[src/rtl/fc_argmax_classifier.sv]
`timescale 1ns/1ps
// fc_argmax_classifier
//
// Final stage of the CNN inference pipeline. Captures the NUM_CLASSES signed
// scores of the fully-connected layer on a rising edge of fc_valid_in, then
// scans them with one signed comparison per cycle. The winning class index
// and its score are offered downstream with a valid/ready handshake.
//
// Ports:
//   clk           system clock, rising edge
//   rst_n         asynchronous active-low reset
//   fc_valid_in   FC layer all-neurons-valid (level)
//   fc_scores_in  NUM_CLASSES packed signed scores, class i at [i*DATA_W +: DATA_W]
//   class_idx     index of the maximum score
//   class_score   maximum score (signed, DATA_W bits)
//   class_valid   result valid
//   class_ready   downstream accepts result (only looked at while holding a result)
//   busy          high whenever the block is not idle
//   overrun       sticky: a frame was dropped because the block was busy
module fc_argmax_classifier #(
    parameter int unsigned NUM_CLASSES = 10,
    parameter int unsigned DATA_W      = 54,
    parameter int unsigned IDX_W       = 4
) (
    input  logic                          clk,
    input  logic                          rst_n,
    input  logic                          fc_valid_in,
    input  logic [NUM_CLASSES*DATA_W-1:0] fc_scores_in,
    output logic [IDX_W-1:0]              class_idx,
    output logic [DATA_W-1:0]             class_score,
    output logic                          class_valid,
    input  logic                          class_ready,
    output logic                          busy,
    output logic                          overrun
);

    localparam logic [1:0] ST_IDLE = 2'd0;
    localparam logic [1:0] ST_SCAN = 2'd1;
    localparam logic [1:0] ST_HOLD = 2'd2;

    localparam logic [IDX_W-1:0] LAST_IDX = IDX_W'(NUM_CLASSES - 1);

    logic [1:0]               state_q, state_d;
    logic                     fc_valid_q;
    logic signed [DATA_W-1:0] score_buf_q [NUM_CLASSES];
    logic                     buf_load;
    logic [IDX_W-1:0]         scan_cnt_q, scan_cnt_d;
    logic signed [DATA_W-1:0] best_score_q, best_score_d;
    logic [IDX_W-1:0]         best_idx_q, best_idx_d;
    logic [IDX_W-1:0]         class_idx_q, class_idx_d;
    logic [DATA_W-1:0]        class_score_q, class_score_d;
    logic                     class_valid_q, class_valid_d;
    logic                     overrun_q, overrun_d;

    logic                     frame_start;
    logic signed [DATA_W-1:0] cand;
    logic                     cand_wins;

    // A level that is already high when reset releases still counts as a new
    // frame, because fc_valid_q resets to 0.
    assign frame_start = fc_valid_in & ~fc_valid_q;

    assign cand      = score_buf_q[scan_cnt_q];
    // Strict compare: on a tie the earlier (lower) index is kept.
    assign cand_wins = cand > best_score_q;

    always_comb begin
        state_d       = state_q;
        buf_load      = 1'b0;
        scan_cnt_d    = scan_cnt_q;
        best_score_d  = best_score_q;
        best_idx_d    = best_idx_q;
        class_idx_d   = class_idx_q;
        class_score_d = class_score_q;
        class_valid_d = class_valid_q;
        // Frames arriving while busy are dropped, never queued.
        overrun_d     = overrun_q | (frame_start & (state_q != ST_IDLE));

        case (state_q)
            ST_IDLE: begin
                if (frame_start) begin
                    buf_load     = 1'b1;
                    best_score_d = fc_scores_in[DATA_W-1:0];
                    best_idx_d   = '0;
                    scan_cnt_d   = IDX_W'(1);
                    state_d      = ST_SCAN;
                end
            end
            ST_SCAN: begin
                if (cand_wins) begin
                    best_score_d = cand;
                    best_idx_d   = scan_cnt_q;
                end
                if (scan_cnt_q == LAST_IDX) begin
                    // Publish the final best including this cycle's comparison.
                    class_idx_d   = cand_wins ? scan_cnt_q : best_idx_q;
                    class_score_d = cand_wins ? cand : best_score_q;
                    class_valid_d = 1'b1;
                    state_d       = ST_HOLD;
                end else begin
                    scan_cnt_d = scan_cnt_q + 1'b1;
                end
            end
            ST_HOLD: begin
                if (class_ready) begin
                    class_valid_d = 1'b0;
                    state_d       = ST_IDLE;
                end
            end
            default: begin
                state_d = ST_IDLE;
            end
        endcase
    end

    always_ff @(posedge clk or negedge rst_n) begin
        if (!rst_n) begin
            state_q       <= ST_IDLE;
            fc_valid_q    <= 1'b0;
            scan_cnt_q    <= '0;
            best_score_q  <= '0;
            best_idx_q    <= '0;
            class_idx_q   <= '0;
            class_score_q <= '0;
            class_valid_q <= 1'b0;
            overrun_q     <= 1'b0;
        end else begin
            state_q       <= state_d;
            fc_valid_q    <= fc_valid_in;
            scan_cnt_q    <= scan_cnt_d;
            best_score_q  <= best_score_d;
            best_idx_q    <= best_idx_d;
            class_idx_q   <= class_idx_d;
            class_score_q <= class_score_d;
            class_valid_q <= class_valid_d;
            overrun_q     <= overrun_d;
        end
    end

    // Score buffer: written only on the capture edge so later input changes
    // cannot disturb a scan in progress.
    always_ff @(posedge clk or negedge rst_n) begin
        if (!rst_n) begin
            for (int i = 0; i < int'(NUM_CLASSES); i++) begin
                score_buf_q[i] <= '0;
            end
        end else if (buf_load) begin
            for (int i = 0; i < int'(NUM_CLASSES); i++) begin
                score_buf_q[i] <= fc_scores_in[i*DATA_W +: DATA_W];
            end
        end
    end

    assign class_idx   = class_idx_q;
    assign class_score = class_score_q;
    assign class_valid = class_valid_q;
    assign busy        = (state_q != ST_IDLE);
    assign overrun     = overrun_q;

endmodule

[config.mk]
export PLATFORM = sky130hd
export DESIGN_NAME = fc_argmax_classifier
export DESIGN_NICKNAME = d
export VERILOG_FILES = /design/src/rtl/fc_argmax_classifier.sv
export SDC_FILE = /design/constraint.sdc
export NUM_CORES = 2
export LEC_CHECK = 0
export BUFFER_PORTS_ARGS = -buffer_cell sky130_fd_sc_hd__buf_2
export CORE_UTILIZATION = 50
export CTS_CLUSTER_SIZE = 8
export DETAILED_ROUTE_END_ITERATION = 10
export PLACE_DENSITY_LB_ADDON = 0.2
export SYNTH_ARGS = -nofsm -noshare
export SYNTH_HDL_FRONTEND = slang
export SYNTH_SLANG_ARGS = --single-unit
[constraint.sdc]
create_clock -name clk -period 5 [get_ports clk]
set_input_delay 0 -clock clk [delete_from_list [all_inputs] [get_ports clk]]
set_output_delay 0 -clock clk [all_outputs]
set_load 0.01 [all_outputs]
## Word level (Yosys, flattened, before mapping)

Cells that the tools add are included.

| storage, ports and cells | value |
|---|---|
| input bits | 544 |
| output and inout bits | 61 |
| register bits | 665 |
| word-level logic and storage cells | 64 |

| operators by class | value |
|---|---|
| reduce and logical (&&, ||, !) cells | 9 |
| bitwise logic cells | 5 |
| equal/unequal tests | 7 |
| $lt $le $gt $ge | 2 |
| $add $sub $neg | 1 |
| muxes and demuxes | 21 |

Operator list:

| kind | count |
|---|---|
| binary-select mux 54 bit (select 4 bit) | 1 |
| two-way mux 54 bit | 4 |
| one-hot mux 54 bit (2 select lines) | 1 |
| > comparator 54 bit | 1 |
| two-way mux 4 bit | 4 |
| one-hot mux 4 bit (2 select lines) | 2 |
| AND reduction 3 bit | 3 |
| != test 2 bit, second input constant | 4 |
| two-way mux 2 bit | 3 |
| one-hot mux 2 bit (3 select lines) | 1 |
| nonzero test 2 bit | 3 |
| >= comparator 5 bit, second input constant | 1 |
| inverter 4 -> 5 bit | 1 |
| adder 4 x 1 -> 4 bit, second input constant | 1 |
| == test 4 bit, second input constant | 1 |
| two-way mux 1 bit | 4 |
| AND reduction 2 bit | 2 |
| AND 1 bit | 2 |
| == test 2 x 1 -> 1 bit, second input constant | 1 |
| == test 2 bit, second input constant | 1 |
| zero test 2 bit | 1 |
| one-hot mux 1 bit (2 select lines) | 1 |
| inverter 1 bit | 1 |
| bitwise OR 1 bit | 1 |

## Depth between registers and ports, before layout

| depth | value |
|---|---|
| depth after elaboration | 7 |
| depth in mapped cells | 17 |
| mapped depth without buffers | 12 |

## Worst setup path after synthesis

No wires, ideal clock.

| path | value |
|---|---|
| kind | register -> register |
| from | reg scan_cnt_q[0] |
| to | reg best_score_q[43] |
| period minus slack after synthesis | 3.964 ns |
| arrival | 3.819 ns |
| cell stages (with the launch flop) | 18 |
| slack | 1.036 ns |
| library setup time | 0.145 ns |
| data required time | 4.855 ns |
| buffers on the path | 5 |
| path through | dfrtp_1 > clkbuf_1 > buf_2 > buf_2 > mux4_2 > mux2i_1 > o22a_1 > inv_1 > ha_1 > a21oi_1 > nand2_1 > a221o_1 > a211o_1 > a21o_1 > clkbuf_1 > clkbuf_1 > o211ai_1 > o311ai_2 |

| on the way | value |
|---|---|
| cells in the longest elaborated chain, start to end | 7 |

RTL lines:

| element | line | source |
|---|---|---|
| start, declared | 47 | `logic [IDX_W-1:0] scan_cnt_q, scan_cnt_d;` |
| start signal, assigned | 130 | `scan_cnt_q <= scan_cnt_d;` |
| inverter 4 -> 5 bit (not written as such) (*) | 63 | `assign cand = score_buf_q[scan_cnt_q];` |
| binary-select mux 54 bit (select 4 bit) (*) | 63 |  |
| two-way mux 54 bit (not written as such) (*) (2 in a row) | 63 |  |
| > comparator 54 bit | 65 | `assign cand_wins = cand > best_score_q;` |
| two-way mux 54 bit (*) | 90 | `if (cand_wins) begin` |
| one-hot mux 54 bit (2 select lines) (*) | 79 | `case (state_q)` |
| end signal, assigned | 131 | `best_score_q <= best_score_d;` |
| end, declared | 48 | `logic signed [DATA_W-1:0] best_score_q, best_score_d;` |

Every way passes the cells marked *; elsewhere a longest branch is shown, timed or not. The select of a mux whose other input is x is not followed.
A chain may end at the register's enable or synchronous reset.

## Final worst setup path

| path | value |
|---|---|
| from | reg scan_cnt_q[0] |
| to | reg class_score_q[29], in the netlist class_score[29] |

| on the way | value |
|---|---|
| cells in the longest elaborated chain, start to end | 6 |
| elaborated cells on any way between the ends | 8 |
| those cells by class | order compare (1); eq/ne (1); mux (4); bitwise (1); reduce/logical (1) |

RTL lines:

| element | line | source |
|---|---|---|
| inverter 4 -> 5 bit (not written as such) | 63 |  |
| binary-select mux 54 bit (select 4 bit) | 63 |  |
| two-way mux 54 bit (not written as such) (2 in a row) | 63 |  |
| > comparator 54 bit | 65 |  |
| two-way mux 54 bit | - |  |
| end signal, assigned | 134 | `class_score_q <= class_score_d;` |
| end, declared | 51 | `logic [DATA_W-1:0] class_score_q, class_score_d;` |

Several ways; a longest one is shown, not always the timed one. The select of a mux whose other input is x is not followed.

==> key figures <==
Status
  • Status: completed

STA
  • Final Hold Fails: 0
  • Skew final: 0.0202 ns
  • Final setup TNS: 0 ns
  • Final setup vio count: 0
  • Min Tclk post-route: 4.71 ns
  • Tightest Pin Transition: 1.17 ns
  • Achievable clock frequency: 0.212 GHz
  • Unrepaired setup endpoints after global routing: no
  • Slew HR: 0.218
  • Period utilization: 0.942
  • Slew Viols, Final: 0

Global route
  • First-pass GRT wire length: 173000 µm
  • Vias in the first global route: 31200
  • Aggregate global-route resource usage: 0.348
  • Gr ovfl total: 0
  • Pin count of the biggest net entering global routing: 207
  • Initial antenna violation count: 2

Logic synthesis
  • Sequential-to-total area share from yosys stat: 0.521
  • Library cells used by synthesis: 42
  • Mux cell area share after synthesis: 0.111
  • Post-synthesis compound-gate area fraction: 0.0863
  • FF+latch count, synth: 665
  • Simple-Gate Fraction of Synth Area: 0.215
  • Synth top area cells: dfrtp_1 52%, nand2_1 20%, mux4_2 7.6%
  • Top FF cell, synth: dfrtp_1
  • Synthesized area per cell: 9.29 µm²
  • Leading area contributor after synthesis: dfrtp_1
  • Number of synthesized flops with an enable pin: 0
  • Cell count after synthesis: 3437
  • Synth Area in XOR/XNOR: 0.000548
  • Syn Nets: 4037
  • Area of the mapped netlist: 31900 µm²
  • Yosys Warn Count: 0
  • Asr flop ratio synth: 1.00
  • Share of the synthesized area in the top cell type: 0.521
  • Largest family of logic cells by synthesized area: simple AND/OR/NAND/NOR gates
  • Adder-Cell Fraction of Synth Area: 0.0219

Clock network
  • Max clock buf depth: 3
  • Clock tree root buffer cell: clkbuf_16
  • Clk pin slew, worst setup/hold paths: 0.05 ns
  • Sink Count: 665
  • H-tree Lvls: 3
  • Num CTS Buffers: 93
  • Worst-Skew Late Latency: 0.65 ns
  • Post-CTS setup buffers: 0
  • TritonCTS clock tree: built

Routing
  • Via Count: 30300
  • WL/cell: 21.3 µm
  • Post-Route WL: 114000 µm
  • DRC Markers: 0
  • Initial DRC count: 3102
  • Vias per cell: 5.67
  • DRT antenna net count: 0
  • Drt pass-1 iters: 7

Critical path
  • WP data required: 5.51 ns
  • R2R Path Start: scan_cnt_q[0]
  • R2R Setup Slk: 0.29 ns
  • WS Path Type: register to register
  • Reg2reg end: class_score[29]
  • CP arrival: 5.22 ns
  • Setup crit start kind: register
  • CP endpoint kind: register
  • Crit path max fanout: 78
  • R2R depth: 14

Floorplanning
  • Die area: 64900 µm²
  • Rows: 92
  • Top-level I/O count: 605
  • Starting Density: 0.506
  • Core box area: 63100 µm²
  • Die W: 255 µm
  • DIE HEIGHT: 255 µm

Finish
  • Fraction of layout cells with a size suffix above 1: 0.201
  • FF/Latch Area: 16600 µm²
  • Final Util: 0.696
  • Commonest non-fill, non-tap cells in the layout: 1704 x nand2_1, 662 x dfrtp_1, 603 x buf_2
  • Fillers: 4459
  • Multi-input gate area: 14000 µm²
  • Commonest non-fill, non-tap cell in the layout: nand2_1
  • Area delta synth->final: 37.4%
  • Fin nets: 5093

Run
  • Max-Cap Viols: 0

Worst hold path
  • Hold WC Path Type: input pin to asynchronous set/reset pin

Place
  • DPL Wire Length: 64300 µm
  • IO buf count: 604
  • RePlAce Congestion: 0.851

Pwr
  • Pwr Density: 660 nW/µm²
  • Peak VDD IR: 969 µV
  • Leak pwr: 22.5 nW
worst max path at each step:
stage	start	end	slack (ns)	cells after the start
global placement	scan_cnt_q[0]	class_score[32]	0.29	14
floorplan	scan_cnt_q[0]	best_score_q[43]	1.04	17
CTS	scan_cnt_q[0]	class_score[29]	0.15	13
detailed placement	scan_cnt_q[0]	class_score[15]	0.19	14
global route	scan_cnt_q[0]	best_score_q[31]	0.02	15
finish	scan_cnt_q[0]	class_score[29]	0.29	14
flip-flops by register name (all words and copies together) (netlist names):
signal / cells
best_idx_q: 4
best_score_q: 54
class_idx: 4
class_score: 54
class_valid: 1
fc_valid_q: 1
overrun: 1
scan_cnt_q: 4
score_buf_q: 540
state_q: 2
per-layer routing:
layer / wire, µm / track usage
met1: 44200 / 0.441
met2: 53400 / 0.543
met3: 9520 / 0.0821
met4: 6820 / 0.209
met5: 12 / 0
cell type report:
cell class | instances | share of cell area
Clock inverter | 5 | 0.00222
Multi-Input combinational cell | 2414 | 0.319
Sequential cell | 665 | 0.379
Antenna cell | 6 | 0.000342
Inverter | 112 | 0.00964
Clock buffer | 100 | 0.0553
Tap cell | 846 | 0.0241
Timing Repair Buffer | 1207 | 0.210
synthesized netlist by cell type, types with 2 or more instances:
cell type	n
nor2_1	70
buf_2	20
o22a_1	55
and4_1	2
dfrtp_1	665
a221oi_1	2
o21ai_0	11
buf_1	13
clkbuf_1	209
a21o_1	2
o21a_1	2
a31oi_1	2
xnor2_1	2
o311ai_1	15
o211ai_1	60
nand4_1	10
or3_1	2
nand3_1	8
and3_1	2
nor2b_1	2
nand2_1	1705
buf_6	4
mux4_2	108
nand2b_1	3
mux2i_1	112
ha_1	56
o311ai_2	15
nor4_1	2
o311ai_0	76
inv_1	111
a211o_1	2
a21oi_1	25
o2111ai_1	55
report_power, final:
part / internal [W] / switching, W
registers: 0.00789 / 0.00147
clock network: 0.00340 / 0.00234
logic: 0.00556 / 0.00830
total: 0.0168 / 0.0121
stage by stage:
step | power [W] | std cells | cell area [µm²] | setup WS, ns | hold slack [ns]
global route | 0.0307 | 5350 | 43900 | 0.0212 | 0.0929
detailed placement | 0.0225 | 4699 | 35900 | 0.193 | 0.0220
CTS | 0.0286 | 5349 | 43900 | 0.147 | 0.0443
floorplan | 0.0184 | 3437 | 31900 | 1.04 | -0.296
global placement | 0.0222 | 4699 | 35900 | 0.288 | 0.0160
finish | 0.0290 | 5355 | 43900 | 0.288 | 0.0767
kinds of logic after synthesis:
group                      Yosys count
adders and majority gates           56
DFF                                665
muxes                              220
buffers and inverters              358
AOI/OAI and AO/OA                  327
xor gates and xnor gates             2
and+or+nand+nor                   1809
worst max-delay path, stage by stage, from the launching register on:
cell and delay (ns):
dfrtp_4 0.60, buf_4 0.28, buf_12 0.29, mux4_2 0.54, mux2i_1 0.14, o22a_1 0.18
inv_1 0.06, ha_1 0.28, nand2_1 0.06, o21ai_0 0.30, a211o_1 0.27, a21o_4 0.42
buf_6 0.53, o2111ai_1 0.28, o311ai_0 0.18
repair_timing:
action / in CTS / in global routing
gates resized for setup: 0 / 1
setup endpoints to repair: 0 / 74
endpoints found under the hold margin: 901 / 0
hold buffers: 545 / 0
No activity file was read; power rests on OpenSTA's default activity.
